--- src/rtl/alu_pkg.sv ---
// alu_pkg: shared definitions for the ALU slice.
//   ALU_DEFAULT_WIDTH : default operand/result width
//   alu_op_e          : opcode encoding (values 5-7 are reserved)
//   div_state_e       : state encoding for the iterative divider
//   is_div_op()       : true for opcodes that go through the divider
package alu_pkg;

    localparam int ALU_DEFAULT_WIDTH = 16;

    typedef enum logic [2:0] {
        ALU_ADD = 3'd0,
        ALU_SUB = 3'd1,
        ALU_MUL = 3'd2,
        ALU_DIV = 3'd3,
        ALU_MOD = 3'd4
    } alu_op_e;

    typedef enum logic {
        DIV_IDLE = 1'b0,
        DIV_RUN  = 1'b1
    } div_state_e;

    function automatic logic is_div_op(input logic [2:0] op);
        return (op == ALU_DIV) || (op == ALU_MOD);
    endfunction

endpackage

--- src/rtl/alu_divider.sv ---
// alu_divider: unsigned restoring divider, one quotient bit per cycle.
// Ports:
//   clk, rst_n          : clock, synchronous active-low reset
//   start               : load operands and begin (only honoured when idle)
//   dividend, divisor   : unsigned magnitudes
//   quotient, remainder : results, valid while 'valid' is high
//   valid               : one-cycle pulse, WIDTH cycles after start
// A zero divisor is not special-cased here; the caller overrides the result.
module alu_divider
    import alu_pkg::*;
#(
    parameter int WIDTH = ALU_DEFAULT_WIDTH
) (
    input  logic             clk,
    input  logic             rst_n,
    input  logic             start,
    input  logic [WIDTH-1:0] dividend,
    input  logic [WIDTH-1:0] divisor,
    output logic [WIDTH-1:0] quotient,
    output logic [WIDTH-1:0] remainder,
    output logic             valid
);

    localparam int CNT_W = $clog2(WIDTH + 1);

    div_state_e       state_q, state_d;
    logic [CNT_W-1:0] cnt_q, cnt_d;
    logic [WIDTH-1:0] rem_q, rem_d;
    logic [WIDTH-1:0] quot_q, quot_d;
    logic [WIDTH-1:0] dvsr_q, dvsr_d;
    logic             valid_q, valid_d;
    logic [WIDTH:0]   rem_shift;

    // The quotient register doubles as the dividend shift register: each
    // step moves its MSB into the partial remainder and fills in the new
    // quotient bit at the bottom. The partial remainder is always below the
    // divisor, so WIDTH bits hold it; only the shifted trial value needs one
    // extra bit.
    always_comb begin
        state_d   = state_q;
        cnt_d     = cnt_q;
        rem_d     = rem_q;
        quot_d    = quot_q;
        dvsr_d    = dvsr_q;
        valid_d   = 1'b0;
        rem_shift = {rem_q, quot_q[WIDTH-1]};

        case (state_q)
            DIV_IDLE: begin
                if (start) begin
                    state_d = DIV_RUN;
                    cnt_d   = CNT_W'(WIDTH);
                    rem_d   = '0;
                    quot_d  = dividend;
                    dvsr_d  = divisor;
                end
            end
            DIV_RUN: begin
                if (rem_shift >= {1'b0, dvsr_q}) begin
                    rem_d  = WIDTH'(rem_shift - {1'b0, dvsr_q});
                    quot_d = {quot_q[WIDTH-2:0], 1'b1};
                end else begin
                    rem_d  = rem_shift[WIDTH-1:0];
                    quot_d = {quot_q[WIDTH-2:0], 1'b0};
                end
                cnt_d = cnt_q - CNT_W'(1);
                if (cnt_q == CNT_W'(1)) begin
                    state_d = DIV_IDLE;
                    valid_d = 1'b1;
                end
            end
            default: state_d = DIV_IDLE;
        endcase
    end

    always_ff @(posedge clk) begin
        if (!rst_n) begin
            state_q <= DIV_IDLE;
            cnt_q   <= '0;
            rem_q   <= '0;
            quot_q  <= '0;
            dvsr_q  <= '0;
            valid_q <= 1'b0;
        end else begin
            state_q <= state_d;
            cnt_q   <= cnt_d;
            rem_q   <= rem_d;
            quot_q  <= quot_d;
            dvsr_q  <= dvsr_d;
            valid_q <= valid_d;
        end
    end

    assign quotient  = quot_q;
    assign remainder = rem_q;
    assign valid     = valid_q;

endmodule

--- src/rtl/alu.sv ---
// alu: registered signed ALU (add, sub, mul single-cycle; div/mod iterative).
// Ports:
//   clk, rst_n    : clock, synchronous active-low reset
//   tmp1, tmp2    : signed operands A and B (dividend / divisor for div, mod)
//   op            : 0 add, 1 sub, 2 mul, 3 div, 4 mod, 5-7 reserved
//   enable        : start request, accepted when not busy
//   result        : registered signed result
//   zero          : result == 0, updated together with result
//   carry         : signed overflow / error flag
//   busy          : div/mod in progress
//   done          : one-cycle pulse after result/zero/carry update
module alu
    import alu_pkg::*;
#(
    parameter int WIDTH = ALU_DEFAULT_WIDTH
) (
    input  logic             clk,
    input  logic             rst_n,
    input  logic [WIDTH-1:0] tmp1,
    input  logic [WIDTH-1:0] tmp2,
    input  logic [2:0]       op,
    input  logic             enable,
    output logic [WIDTH-1:0] result,
    output logic             zero,
    output logic             carry,
    output logic             busy,
    output logic             done
);

    localparam int MSB = WIDTH - 1;

    logic [WIDTH-1:0]   result_q, result_d;
    logic               zero_q, zero_d;
    logic               carry_q, carry_d;
    logic               busy_q, busy_d;
    logic               done_q, done_d;
    logic [2:0]         op_q, op_d;
    logic               a_neg_q, a_neg_d;
    logic               b_neg_q, b_neg_d;
    logic               b_zero_q, b_zero_d;
    logic               ovf_q, ovf_d;

    logic [WIDTH-1:0]   sum, diff;
    logic [2*WIDTH-1:0] a_ext, b_ext, prod;
    logic [WIDTH-1:0]   mag_a, mag_b;
    logic               update;
    logic               div_start;
    logic [WIDTH-1:0]   div_quot, div_rem;
    logic               div_valid;

    alu_divider #(.WIDTH(WIDTH)) u_divider (
        .clk       (clk),
        .rst_n     (rst_n),
        .start     (div_start),
        .dividend  (mag_a),
        .divisor   (mag_b),
        .quotient  (div_quot),
        .remainder (div_rem),
        .valid     (div_valid)
    );

    // Datapath for the single-cycle ops. The product is formed from
    // sign-extended operands so its low 2*WIDTH bits are the true signed
    // product; it fits in WIDTH bits only if bits [2W-1:W-1] are all equal.
    always_comb begin
        sum   = tmp1 + tmp2;
        diff  = tmp1 - tmp2;
        a_ext = {{WIDTH{tmp1[MSB]}}, tmp1};
        b_ext = {{WIDTH{tmp2[MSB]}}, tmp2};
        prod  = a_ext * b_ext;
        mag_a = tmp1[MSB] ? -tmp1 : tmp1;
        mag_b = tmp2[MSB] ? -tmp2 : tmp2;
    end

    // Accept a new op when idle, or finish a div/mod when the divider
    // reports. For div/mod only the operand signs and special cases are
    // kept here; the divider holds the magnitudes. The most-negative
    // magnitude wraps back to itself on negation, so min/-1 naturally
    // yields min and only the flag needs remembering.
    always_comb begin
        result_d  = result_q;
        zero_d    = zero_q;
        carry_d   = carry_q;
        busy_d    = busy_q;
        op_d      = op_q;
        a_neg_d   = a_neg_q;
        b_neg_d   = b_neg_q;
        b_zero_d  = b_zero_q;
        ovf_d     = ovf_q;
        update    = 1'b0;
        div_start = 1'b0;

        if (!busy_q && enable) begin
            case (op)
                ALU_ADD: begin
                    result_d = sum;
                    carry_d  = (tmp1[MSB] == tmp2[MSB]) && (sum[MSB] != tmp1[MSB]);
                    update   = 1'b1;
                end
                ALU_SUB: begin
                    result_d = diff;
                    carry_d  = (tmp1[MSB] != tmp2[MSB]) && (diff[MSB] != tmp1[MSB]);
                    update   = 1'b1;
                end
                ALU_MUL: begin
                    result_d = prod[WIDTH-1:0];
                    carry_d  = !((&prod[2*WIDTH-1:MSB]) || !(|prod[2*WIDTH-1:MSB]));
                    update   = 1'b1;
                end
                ALU_DIV, ALU_MOD: begin
                    busy_d    = 1'b1;
                    div_start = 1'b1;
                    op_d      = op;
                    a_neg_d   = tmp1[MSB];
                    b_neg_d   = tmp2[MSB];
                    b_zero_d  = (tmp2 == '0);
                    ovf_d     = (tmp1 == {1'b1, {(WIDTH-1){1'b0}}}) && (tmp2 == '1);
                end
                default: begin
                    result_d = '0;
                    carry_d  = 1'b0;
                    update   = 1'b1;
                end
            endcase
        end else if (busy_q && div_valid) begin
            busy_d = 1'b0;
            update = 1'b1;
            if (b_zero_q) begin
                result_d = '0;
                carry_d  = 1'b1;
            end else if (op_q == ALU_DIV) begin
                result_d = (a_neg_q ^ b_neg_q) ? -div_quot : div_quot;
                carry_d  = ovf_q;
            end else begin
                result_d = a_neg_q ? -div_rem : div_rem;
                carry_d  = 1'b0;
            end
        end

        if (update) begin
            zero_d = (result_d == '0);
        end
        done_d = update;
    end

    always_ff @(posedge clk) begin
        if (!rst_n) begin
            result_q <= '0;
            zero_q   <= 1'b0;
            carry_q  <= 1'b0;
            busy_q   <= 1'b0;
            done_q   <= 1'b0;
            op_q     <= '0;
            a_neg_q  <= 1'b0;
            b_neg_q  <= 1'b0;
            b_zero_q <= 1'b0;
            ovf_q    <= 1'b0;
        end else begin
            result_q <= result_d;
            zero_q   <= zero_d;
            carry_q  <= carry_d;
            busy_q   <= busy_d;
            done_q   <= done_d;
            op_q     <= op_d;
            a_neg_q  <= a_neg_d;
            b_neg_q  <= b_neg_d;
            b_zero_q <= b_zero_d;
            ovf_q    <= ovf_d;
        end
    end

    assign result = result_q;
    assign zero   = zero_q;
    assign carry  = carry_q;
    assign busy   = busy_q;
    assign done   = done_q;

endmodule

--- config.mk ---
export PLATFORM = sky130hd
export DESIGN_NAME = alu
export DESIGN_NICKNAME = d
export VERILOG_FILES = /design/src/rtl/alu_pkg.sv /design/src/rtl/alu_divider.sv /design/src/rtl/alu.sv
export SDC_FILE = /design/constraint.sdc
export NUM_CORES = 1
export LEC_CHECK = 0
export ABC_AREA = 1
export CAP_MARGIN = 20
export CORE_ASPECT_RATIO = 1.5
export CORE_MARGIN = 1.5
export CORE_UTILIZATION = 65
export CTS_CLUSTER_DIAMETER = 80
export DETAILED_ROUTE_END_ITERATION = 8
export GPL_ROUTABILITY_DRIVEN = 0
export PLACE_DENSITY = 0.83
export SETUP_SLACK_MARGIN = 0.2
export SKIP_CTS_REPAIR_TIMING = 1
export SLEW_MARGIN = 30
export SYNTH_ARGS = -nofsm -noshare
export SYNTH_HDL_FRONTEND = slang
export SYNTH_SLANG_ARGS = --single-unit
export TNS_END_PERCENT = 100
--- constraint.sdc ---
create_clock -name clk -period 12 [get_ports clk]
set_input_delay 3.6 -clock clk [delete_from_list [all_inputs] [get_ports clk]]
set_output_delay 3.6 -clock clk [all_outputs]
set_load 0.05 [all_outputs]
==> summary.txt, run 1 <==
Critical Path Max Stage Delay: 0.98 ns
TritonCTS Sinks: 82
TritonCTS clock tree: done
Most used cells in the layout excluding fill and tap cells: nand2_1, inv_1, fa_1
Slew HR: 28.4%
Setup repair after global routing missed its margin: no
Most frequent standard cell in the layout excluding fill and tap cells: nand2_1
Number of hold-slack violations in the final timing report: 0
Port-buffer cells: 57
Clock period minus final worst setup slack: 10.79 ns
Post-synthesis simple-gate area fraction: 28.2%
Multiplexer share of the synthesized area: 0%
Capturing element type of the critical path: register
Core footprint: 28600 µm²
First-pass iteration count of the detailed router: 6
Detail Route Antenna Nets: 0
First-pass GRT wire length: 97000 µm
Layout cells sized above 1: 3.97%
Outcome: complete, no violations
Worst clock skew: 0.00838 ns
Global-route congestion overflow total: 0
Clock slew at reported path FFs: 0.07 ns
Mean area per synthesized cell: 6.68 µm²
Routing layer with the top usage in global route: met2
Fraction of synthesis flops using an asynchronous set or reset pin: 0%
Cells taking the most area after synthesis: fa_1, nand2_1, inv_1
Most Frequent Cell on Critical Path: nand2_1
Finish-stage setup viols: 0
MaxCap Viol Count: 0
Startpoint type of the worst setup path: input pin
Leading register cell type out of synthesis: dfxtp_1
Share of the synthesized area in compound gates (AO/OA/AOI/OAI): 9.28%
Effective utilization at floorplan: 66.0%
Die H: 212 µm
Residual DRC: 0
Global-route total usage across every layer: 42.0%
GR Util met2: 67.9%
Combinational family with the most area after synthesis: adder cells
Half-perimeter wire length after placement: 48200 µm
Mapped Area: 18900 µm²
Cell family with the largest share of critical-path delay: adder cells
Required time of the critical path: 12.25 ns
Data arrival time at the worst-slack endpoint: 11.04 ns
Antenna violations before repair: 0
Critical Setup Path Class: in -> reg
GR met3 Demand/Resource: 10.6%
Worst slew pin tran: 1.07 ns
Max-slew violations: 0
Maximum count of clock buffers along a single path: 2
Area share of fa/ha/maj cells after synthesis: 37.1%
Vias: 18757
Routed wire length: 59800 µm
Initial detailed-routing violation count: 1979
Fraction of post-synthesis cell area in the top cell type by area: 28.1%
Pin count of the biggest net entering global routing: 64
Maximum fanout encountered on the critical timing path: 20
Combined buffer and inverter count along the critical path: 4
Register area share after synthesis: 8.70%
Die span in x: 142 µm
Number of fill cells in the layout: 2429
Die ar.: 30100 µm²
Number of placement rows: 76
Critical-path top delay cell: clkdlybuf4s50_1
Global-route track usage on met1: 46.3%
Number of enable flip-flop cells after synthesis: 0
Worst min-delay path class: reg -> reg
Post-synthesis cell type with the largest combined area: fa_1
Number of global-route vias before repair: 18919
Nets in the synthesized netlist: 3266
Average wire per cell in the routed design: 18.6 µm
Register bit count reported by yosys: 82
Vias per inst: 5.84
Maximum achievable frequency: 92.6 MHz
Count of pins on the block boundary: 58
# H-tree levels: 3
Final period utilization: 90.0%
Total of warnings raised by yosys: 0
Post-synthesis xor/xnor area fraction: 1.76%
Sum of negative setup slack: 0 ns
Root cell of the clock tree: clkbuf_16
Area added between synthesis and finish: 6.05%
Number of distinct standard cells referenced by the synthesized netlist: 63
Synth Instances: 2827
Skew-Pair Late Insertion Delay: 0.36 ns
Number of nets in the layout: 3255
Number of CTS-inserted buffers: 9
[cell usage after synthesis, types with 8 or more instances]
cell type and number:
a21oi_1 141, a31oi_1 18, buf_1 16, buf_2 15, clkbuf_1 72, dfxtp_1 82, fa_1 265, ha_1 136
inv_1 604, inv_2 12, nand2_1 808, nand3_1 172, nand3b_1 16, nand4_1 35, nor2_1 147, nor2_2 8
nor3_1 24, nor3_2 9, o21ai_0 87, o21ai_1 17, or2_2 8, xnor2_1 13, xor2_1 25
[worst min-delay path, stage by stage (launching register included)]
cell	delay [ns]
dfxtp_1	0.31
inv_1	0.07
a21oi_1	0.06
[layout make-up]
| cell class | count | area (µm²) | area share, % |
|---|---|---|---|
| Multi-Input combinational cell | 2011 | 14400 | 72.0 |
| Inverter | 622 | 2340 | 11.7 |
| Sequential cell | 82 | 1640 | 8.20 |
| Timing Repair Buffer | 90 | 808 | 4.04 |
| Tap cell | 390 | 488 | 2.44 |
| Clock buffer | 10 | 239 | 1.19 |
| Clock inverter | 6 | 81.3 | 0.406 |
| Antenna cell | 1 | 2.50 | 0.0125 |
[registers in the layout (all words and copies together), names as in the netlist]
register / flops
result: 16
u_divider.cnt_q: 5
u_divider.remainder: 16
op_q: 3
u_divider.state_q: 1
u_divider.quotient: 16
carry: 1
a_neg_q: 1
zero: 1
b_neg_q: 1
b_zero_q: 1
busy: 1
ovf_q: 1
u_divider.dvsr_q: 16
done: 1
u_divider.valid: 1
[worst paths after layout]
| check | slack [ns] | to | cells past startpoint | startpoint |
|---|---|---|---|---|
| max | 1.21 | carry | 27 | tmp1[10] |
| min reg2reg | 0.48 | u_divider.dvsr_q[3] | 2 | u_divider.dvsr_q[3] |
| min | 0.48 | u_divider.dvsr_q[3] | 2 | u_divider.dvsr_q[3] |
| max reg2reg | 8.67 | u_divider.quotient[8] | 10 | busy |
[routing by layer]
layer,share of wire (%),routed length (µm),up-vias
li1,-,-,8595
met1,34,20100,8771
met2,46,27700,1063
met3,10,6030,328
met4,9.9,5950,0
met5,0,0,-
[stage by stage]
| step | hold WS (ns) | setup WS [ns] | std cells | instance area, µm² | util (%) |
|---|---|---|---|---|---|
| floorplan | 0.433 | 2.38 | 2827 | 18900 | - |
| global placement | 0.458 | 1.09 | 3195 | 19700 | 68.8 |
| detailed placement | 0.463 | 1.10 | 3195 | 19700 | 68.8 |
| CTS | 0.473 | 1.47 | 3211 | 20000 | 70.0 |
| global route | 0.507 | 1.06 | 3211 | 20000 | 69.9 |
| finish | 0.482 | 1.21 | 3212 | 20000 | 70.0 |
[cell families after synthesis]
| logic type | after synthesis |
|---|---|
| compound gates | 314 |
| xor+xnor | 38 |
| fa+ha+maj | 401 |
| buf+inv | 734 |
| flops | 82 |
| simple gates | 1258 |
Power of run 1 is left out: the tool's default activity adds up to more than one toggle a clock period on the data nets, which glitch-free logic cannot reach.
==> run 2, diff against run 1 <==
--- a/config.mk
+++ b/config.mk
@@ -20,4 +20,4 @@
 export SYNTH_ARGS = -nofsm -noshare
 export SYNTH_HDL_FRONTEND = slang
 export SYNTH_SLANG_ARGS = --single-unit
-export TNS_END_PERCENT = 100
+export TNS_END_PERCENT = 50
==> results of run 2 <==
Final layout, timing and power as in run 1 (identical DEF).
Power of run 2 is left out for the same reason.
==> run 3, diff against run 2 <==
--- a/config.mk
+++ b/config.mk
@@ -5,7 +5,6 @@
 export SDC_FILE = /design/constraint.sdc
 export NUM_CORES = 1
 export LEC_CHECK = 0
-export ABC_AREA = 1
 export CAP_MARGIN = 20
 export CORE_ASPECT_RATIO = 1.5
 export CORE_MARGIN = 1.5
==> run 3 against run 2 <==
Area after synthesis shrank 9.7%. Die area shrank 9.6%. Sequential share of layout area rose by 0.82 points. Clock-buffer cell count stayed put. Worst setup slack lost 0.14 ns. Non-clock buffer count up 7. Hold slack got worse by 0.013 ns. Critical path depth is 4 lower. Wire length decreased by 17%. Core utilization is 0.70 points higher. Clock skew rose by 0.0068 ns. Highest routed layer is now met5.
==> summary.txt, run 3 <==
Number of distinct standard cells referenced by the synthesized netlist: 84
Worst slew pin tran: 1.04 ns
Sum of negative setup slack: 0 ns
Layout cells sized above 1: 4.31%
Nets in the synthesized netlist: 2499
Vias per inst: 6.35
Maximum fanout encountered on the critical timing path: 8
Share of the synthesized area in compound gates (AO/OA/AOI/OAI): 15.2%
Combinational family with the most area after synthesis: adder cells
Maximum count of clock buffers along a single path: 2
First-pass iteration count of the detailed router: 8
Number of enable flip-flop cells after synthesis: 0
# H-tree levels: 3
Maximum achievable frequency: 91.4 MHz
Die ar.: 27200 µm²
Post-synthesis xor/xnor area fraction: 5.24%
Number of nets in the layout: 2500
Outcome: complete, no violations
Most numerous cell in the Yosys netlist: inv_1
Core footprint: 25800 µm²
Most numerous cell types in the synthesized netlist: inv_1, fa_1, nand2_1, nor2_1, ha_1
Most frequent standard cell in the layout excluding fill and tap cells: inv_1
Critical Path Max Stage Delay: 0.86 ns
Number of hold-slack violations in the final timing report: 0
TritonCTS Sinks: 82
Total of warnings raised by yosys: 0
Cell breakdown of the critical path: clkdlybuf4s50_1, clkinv_1, nor2_1, inv_1, fa_1, inv_1, fa_1, inv_1, fa_1, fa_1, fa_1, fa_1, inv_1, ha_1, o21ai_0, nand2b_1, a31o_2, a311oi_2, o21bai_1, a21oi_1, xnor2_1, or4_1, a21o_1
Area added between synthesis and finish: 6.81%
Setup repair after global routing missed its margin: no
Clock slew at reported path FFs: 0.08 ns
Critical-path top delay cell: fa_1
Die span in x: 135 µm
Final period utilization: 91.1%
Most used cells in the layout excluding fill and tap cells: inv_1, fa_1, nand2_1
First-pass GRT wire length: 81600 µm
Number of global-route vias before repair: 15830
Clock period minus final worst setup slack: 10.94 ns
Post-synthesis cell type with the largest combined area: fa_1
Data arrival time at the worst-slack endpoint: 11.19 ns
Area share of fa/ha/maj cells after synthesis: 41.1%
Global-route congestion overflow total: 0
Die H: 201 µm
Number of fill cells in the layout: 1986
Residual DRC: 0
Number of placement rows: 72
Register area share after synthesis: 9.63%
Half-perimeter wire length after placement: 39600 µm
Vias: 15251
Pin count of the biggest net entering global routing: 56
Number of CTS-inserted buffers: 9
Critical Setup Path Class: in -> reg
Most Frequent Cell on Critical Path: fa_1
Dpl ws: 0.734 ns
Max-slew violations: 0
Initial detailed-routing violation count: 1207
Average wire per cell in the routed design: 20.7 µm
Global-route total usage across every layer: 38.3%
Multiplexer share of the synthesized area: 1.38%
Post-synthesis simple-gate area fraction: 18.1%
Fraction of synthesis flops using an asynchronous set or reset pin: 0%
Detail Route Antenna Nets: 0
Routed wire length: 49700 µm
Slew HR: 30.4%
Skew-Pair Late Insertion Delay: 0.35 ns
Effective utilization at floorplan: 66.1%
Root cell of the clock tree: clkbuf_16
Mapped Area: 17000 µm²
Synth Instances: 2060
Capturing element type of the critical path: register
Required time of the critical path: 12.25 ns
Register bit count reported by yosys: 82
TritonCTS clock tree: done
Cells taking the most area after synthesis: fa_1, ha_1, dfxtp_1
Worst min-delay path class: reg -> reg
Finish-stage setup viols: 0
Fraction of post-synthesis cell area in the top cell type by area: 31.1%
Count of pins on the block boundary: 58
Antenna violations before repair: 3
Port-buffer cells: 57
Mean area per synthesized cell: 8.27 µm²
Worst clock skew: 0.0152 ns
Startpoint type of the worst setup path: input pin
Layout Cell Area excl Fill: 18200 µm²
Worst Slack Setup Final: 1.06 ns
MaxCap Viol Count: 0
Leading register cell type out of synthesis: dfxtp_1
Cell area reported after detailed placement: 17900 µm²
[run 3: area by class of cell]
| type | instances | area (µm²) | area share [%] |
|---|---|---|---|
| sequential | 82 | 1640 | 9.02 |
| multi-input combinational | 1559 | 13800 | 75.9 |
| timing repair buffer | 97 | 866 | 4.76 |
| inverter | 312 | 1170 | 6.43 |
| clock inverter | 6 | 50.0 | 0.275 |
| antenna | 1 | 2.50 | 0.0137 |
| tap | 333 | 417 | 2.29 |
| clock buffer | 10 | 239 | 1.31 |
[run 3: kinds of logic after synthesis]
kind of cell,after synthesis
compound gates,380
xor+xnor,102
flops,82
mux,22
buf+inv,419
fa+ha+maj,401
simple gates,654
[run 3: worst paths after layout]
kind                                        startpoint                      to  slack [ns]  cells past startpoint
worst min register to register                 op_q[2]                 op_q[2]        0.47                      2
worst max register to register  u_divider.remainder[0]  u_divider.remainder[0]        8.40                     12
worst max-delay path                          tmp1[15]                   carry        1.06                     23
worst min-delay path                           op_q[2]                 op_q[2]        0.47                      2
[run 3: metrics by stage]
step                      instances  hold WS [ns]  utilization (%)
after global routing           2399         0.497             70.6
after floorplan                2060         0.437                -
after CTS                      2399         0.470             70.7
final                          2400         0.469             70.6
after detailed placement       2383         0.460             69.5
after global placement         2383         0.453             69.5
[run 3: critical path, delay by kind of cell]
family | cells | cell delay, ns
buffers and inverters | 6 | 1.24
AO/OA/AOI/OAI | 6 | 1.35
XOR/XNOR | 1 | 0.10
adder cells (fa/ha/maj) | 7 | 3.90
AND/OR/NAND/NOR | 3 | 1.00
[run 3: layer usage]
layer,up-vias,track usage [%],routed length (µm)
li1,6762,-,-
met1,7358,42.6,17100
met2,835,63.9,24100
met3,294,10.7,4730
met4,2,24.7,3820
met5,-,0,13
Power of run 3 is left out for the same reason.
==> edit: new RTL, flow settings as in run 3 <==
Reset style: asynchronous (`rst_n`), changed in 2 clocked blocks. Comments in the files are not updated.
--- a/src/rtl/alu_divider.sv
+++ b/src/rtl/alu_divider.sv
@@ -75,3 +75,3 @@
 
-    always_ff @(posedge clk) begin
+    always_ff @(posedge clk or negedge rst_n) begin
         if (!rst_n) begin
--- a/src/rtl/alu.sv
+++ b/src/rtl/alu.sv
@@ -145,3 +145,3 @@
 
-    always_ff @(posedge clk) begin
+    always_ff @(posedge clk or negedge rst_n) begin
         if (!rst_n) begin
Function: differs if rst_n is asserted again (counterexample within 4 cycles, from zero or initial values and one cycle with rst_n low); with rst_n held inactive, the same outputs for 10 cycles.
==> edit against run 3 <==
- worst setup slack got worse by 200 ps
- synthesized cell count fell by 1.7%
- sequential share of layout area rose by 2.2 points
- cell area rose by 0.70%
- clock skew rose by 0.80 ps
- wire length rose by 3.2%
- synthesized area rose by 1.3%
- critical path depth fell by 3
- sequential cell count did not move
- critical path type unchanged
Power is not shown: default switching activity piles up to over one toggle a cycle in this logic, so the estimate is an artifact.
==> edit: results (changes against run 3) <==
* Outcome: finished clean
* Cell types with the largest area share after synthesis: sky130_fd_sc_hd__fa_1 (31%), sky130_fd_sc_hd__dfrtp_1 (12%), sky130_fd_sc_hd__ha_1 (9.9%)
- The startpoint identified for the worst register-to-register timing path is a_neg_q.
- Hold Path Cell Cnt: 2 (unchanged)
- Startpoint of the lowest-slack hold path: ovf_q
- The initial detailed-routing violation count was 1148 (-4.9%).
- The number of distinct library cells after synthesis came to 75 (-11%).
- Maximum number of pins on one net before global-route repair: 83 (+48%)
- All-Layer GR Usage: 0.392 (+0.00850)
- The fraction of layout instances using a drive strength above 1 is 0.0401 (-0.00302).
- The depth of the worst register-to-register path is 10 (-2).
- Wire length of the first global-routing pass: 81.9 mm (+0.40%)
- The total inserted antenna cells was 0 (-1).
- Total clock buffers created by CTS: 9 (unchanged)
* Normalized max-slew margin: 0.324 (+0.0195)
* Worst clock skew: 16.0 ps (+0.796 ps)
* End of the worst register-to-register path: zero
- The number of warnings reported in the yosys synthesis log is 0 (unchanged).
- Total number of vias: 15100 (-1.3%)
* Arrival time worst endpoint: 11330 ps (+140 ps)
- Final Net Count: 2456 (-1.8%)
- The number of buffer cells added on primary ports was 57 (unchanged).
- The most used flip-flop cell after synthesis is sky130_fd_sc_hd__dfrtp_1.
- Number of buffers on the longest clock path: 2 (unchanged)
- In this run the worst setup path terminates at carry.
* Sequential-to-total area share from yosys stat: 0.119 (+0.0225)
- Number of antenna violations at the first check in global routing: 0 (-3)
- Launching element of the worst setup path: tmp1[5]
- The number of global-route vias before repair came to 16100 (+2.0%).
- The half-perimeter wire length of the detailed placement result was 41.4 mm (+4.7%).
- In the synthesized netlist, the cells that appear most often are sky130_fd_sc_hd__inv_1 (315), sky130_fd_sc_hd__nand2_1 (266), sky130_fd_sc_hd__fa_1 (265).
- Total iterations of the first detailed-routing run: 5 (-3)
- Share of synthesized flip-flops with an asynchronous set or reset: 1.00 (+1.00)
* FF-to-FF setup slack: 8260 ps (-140 ps)
- The wire length per cell came to 21.8 um (+5.1%).
- Maximum net fanout on the critical path: 20 (+12)
==> edit: changes by cell type after synthesis, sizes merged, moves of 9 or more <==
cell and change:
dfrtp +82, dfxtp -82, nand2 +36, nor2 -33
o21ai +19, nand3 -16, a211oi -15, a21oi -15
mux2i +13, and2 -9, nor3 -9
==> edit: metal layers <==
layer,vias up,global-route usage,part of all wire
li1,6582,-,-
met1,7314,0.401,0.32
met2,827,0.664,0.49
met3,335,0.0747,0.077
met4,0,0.361,0.11
met5,-,0,0
==> edit: cells by family after synthesis <==
group / synth area share
AOI/OAI and AO/OA: 0.136
xor gates and xnor gates: 0.0557
adders and majority gates: 0.406
buffers and inverters: 0.0944
DFF: 0.119
muxes: 0.0205
and+or+nand+nor: 0.169
==> edit: stage by stage <==
step                      cell area, sq um  setup slack [ps]  hold slack (ps)   util  instances
after global placement               18000               471              469  0.695       2339
after floorplan                      17300              1530              449      -       2024
after detailed placement             18000               642              476  0.695       2339
after global routing                 18300               679              516  0.707       2355
after CTS                            18300               993              492  0.706       2355
final                                18300               863              495  0.707       2355
==> edit: layout make-up <==
cell class,count,area [sq um]
multi-input combinational,1524,13600
fill,2001,7610
sequential,82,2050
inverter,316,1190
timing repair buffer,84,774
tap,333,417
clock buffer,9,225
clock inverter,7,66.3
==> edit: worst min path at each step <==
| stage | endpoint | slack [ps] |
|---|---|---|
| floorplan | ovf_q | 450 |
| global placement | ovf_q | 470 |
| detailed placement | ovf_q | 480 |
| CTS | ovf_q | 490 |
| global route | ovf_q | 520 |
| finish | ovf_q | 490 |
==> edit: critical path: stages <==
cell and delay (ps):
sky130_fd_sc_hd__clkdlybuf4s50_1 880, sky130_fd_sc_hd__ha_1 540, sky130_fd_sc_hd__fa_1 530, sky130_fd_sc_hd__inv_1 50, sky130_fd_sc_hd__fa_1 390, sky130_fd_sc_hd__fa_1 540, sky130_fd_sc_hd__fa_1 550, sky130_fd_sc_hd__inv_1 50
sky130_fd_sc_hd__fa_1 490, sky130_fd_sc_hd__fa_1 430, sky130_fd_sc_hd__ha_1 370, sky130_fd_sc_hd__nand4_1 130, sky130_fd_sc_hd__a211oi_1 790, sky130_fd_sc_hd__nor4_1 130, sky130_fd_sc_hd__a211oi_2 590, sky130_fd_sc_hd__nand4_1 160
sky130_fd_sc_hd__nor4_1 450, sky130_fd_sc_hd__nand4_1 160, sky130_fd_sc_hd__nor4_1 350, sky130_fd_sc_hd__o31ai_1 110
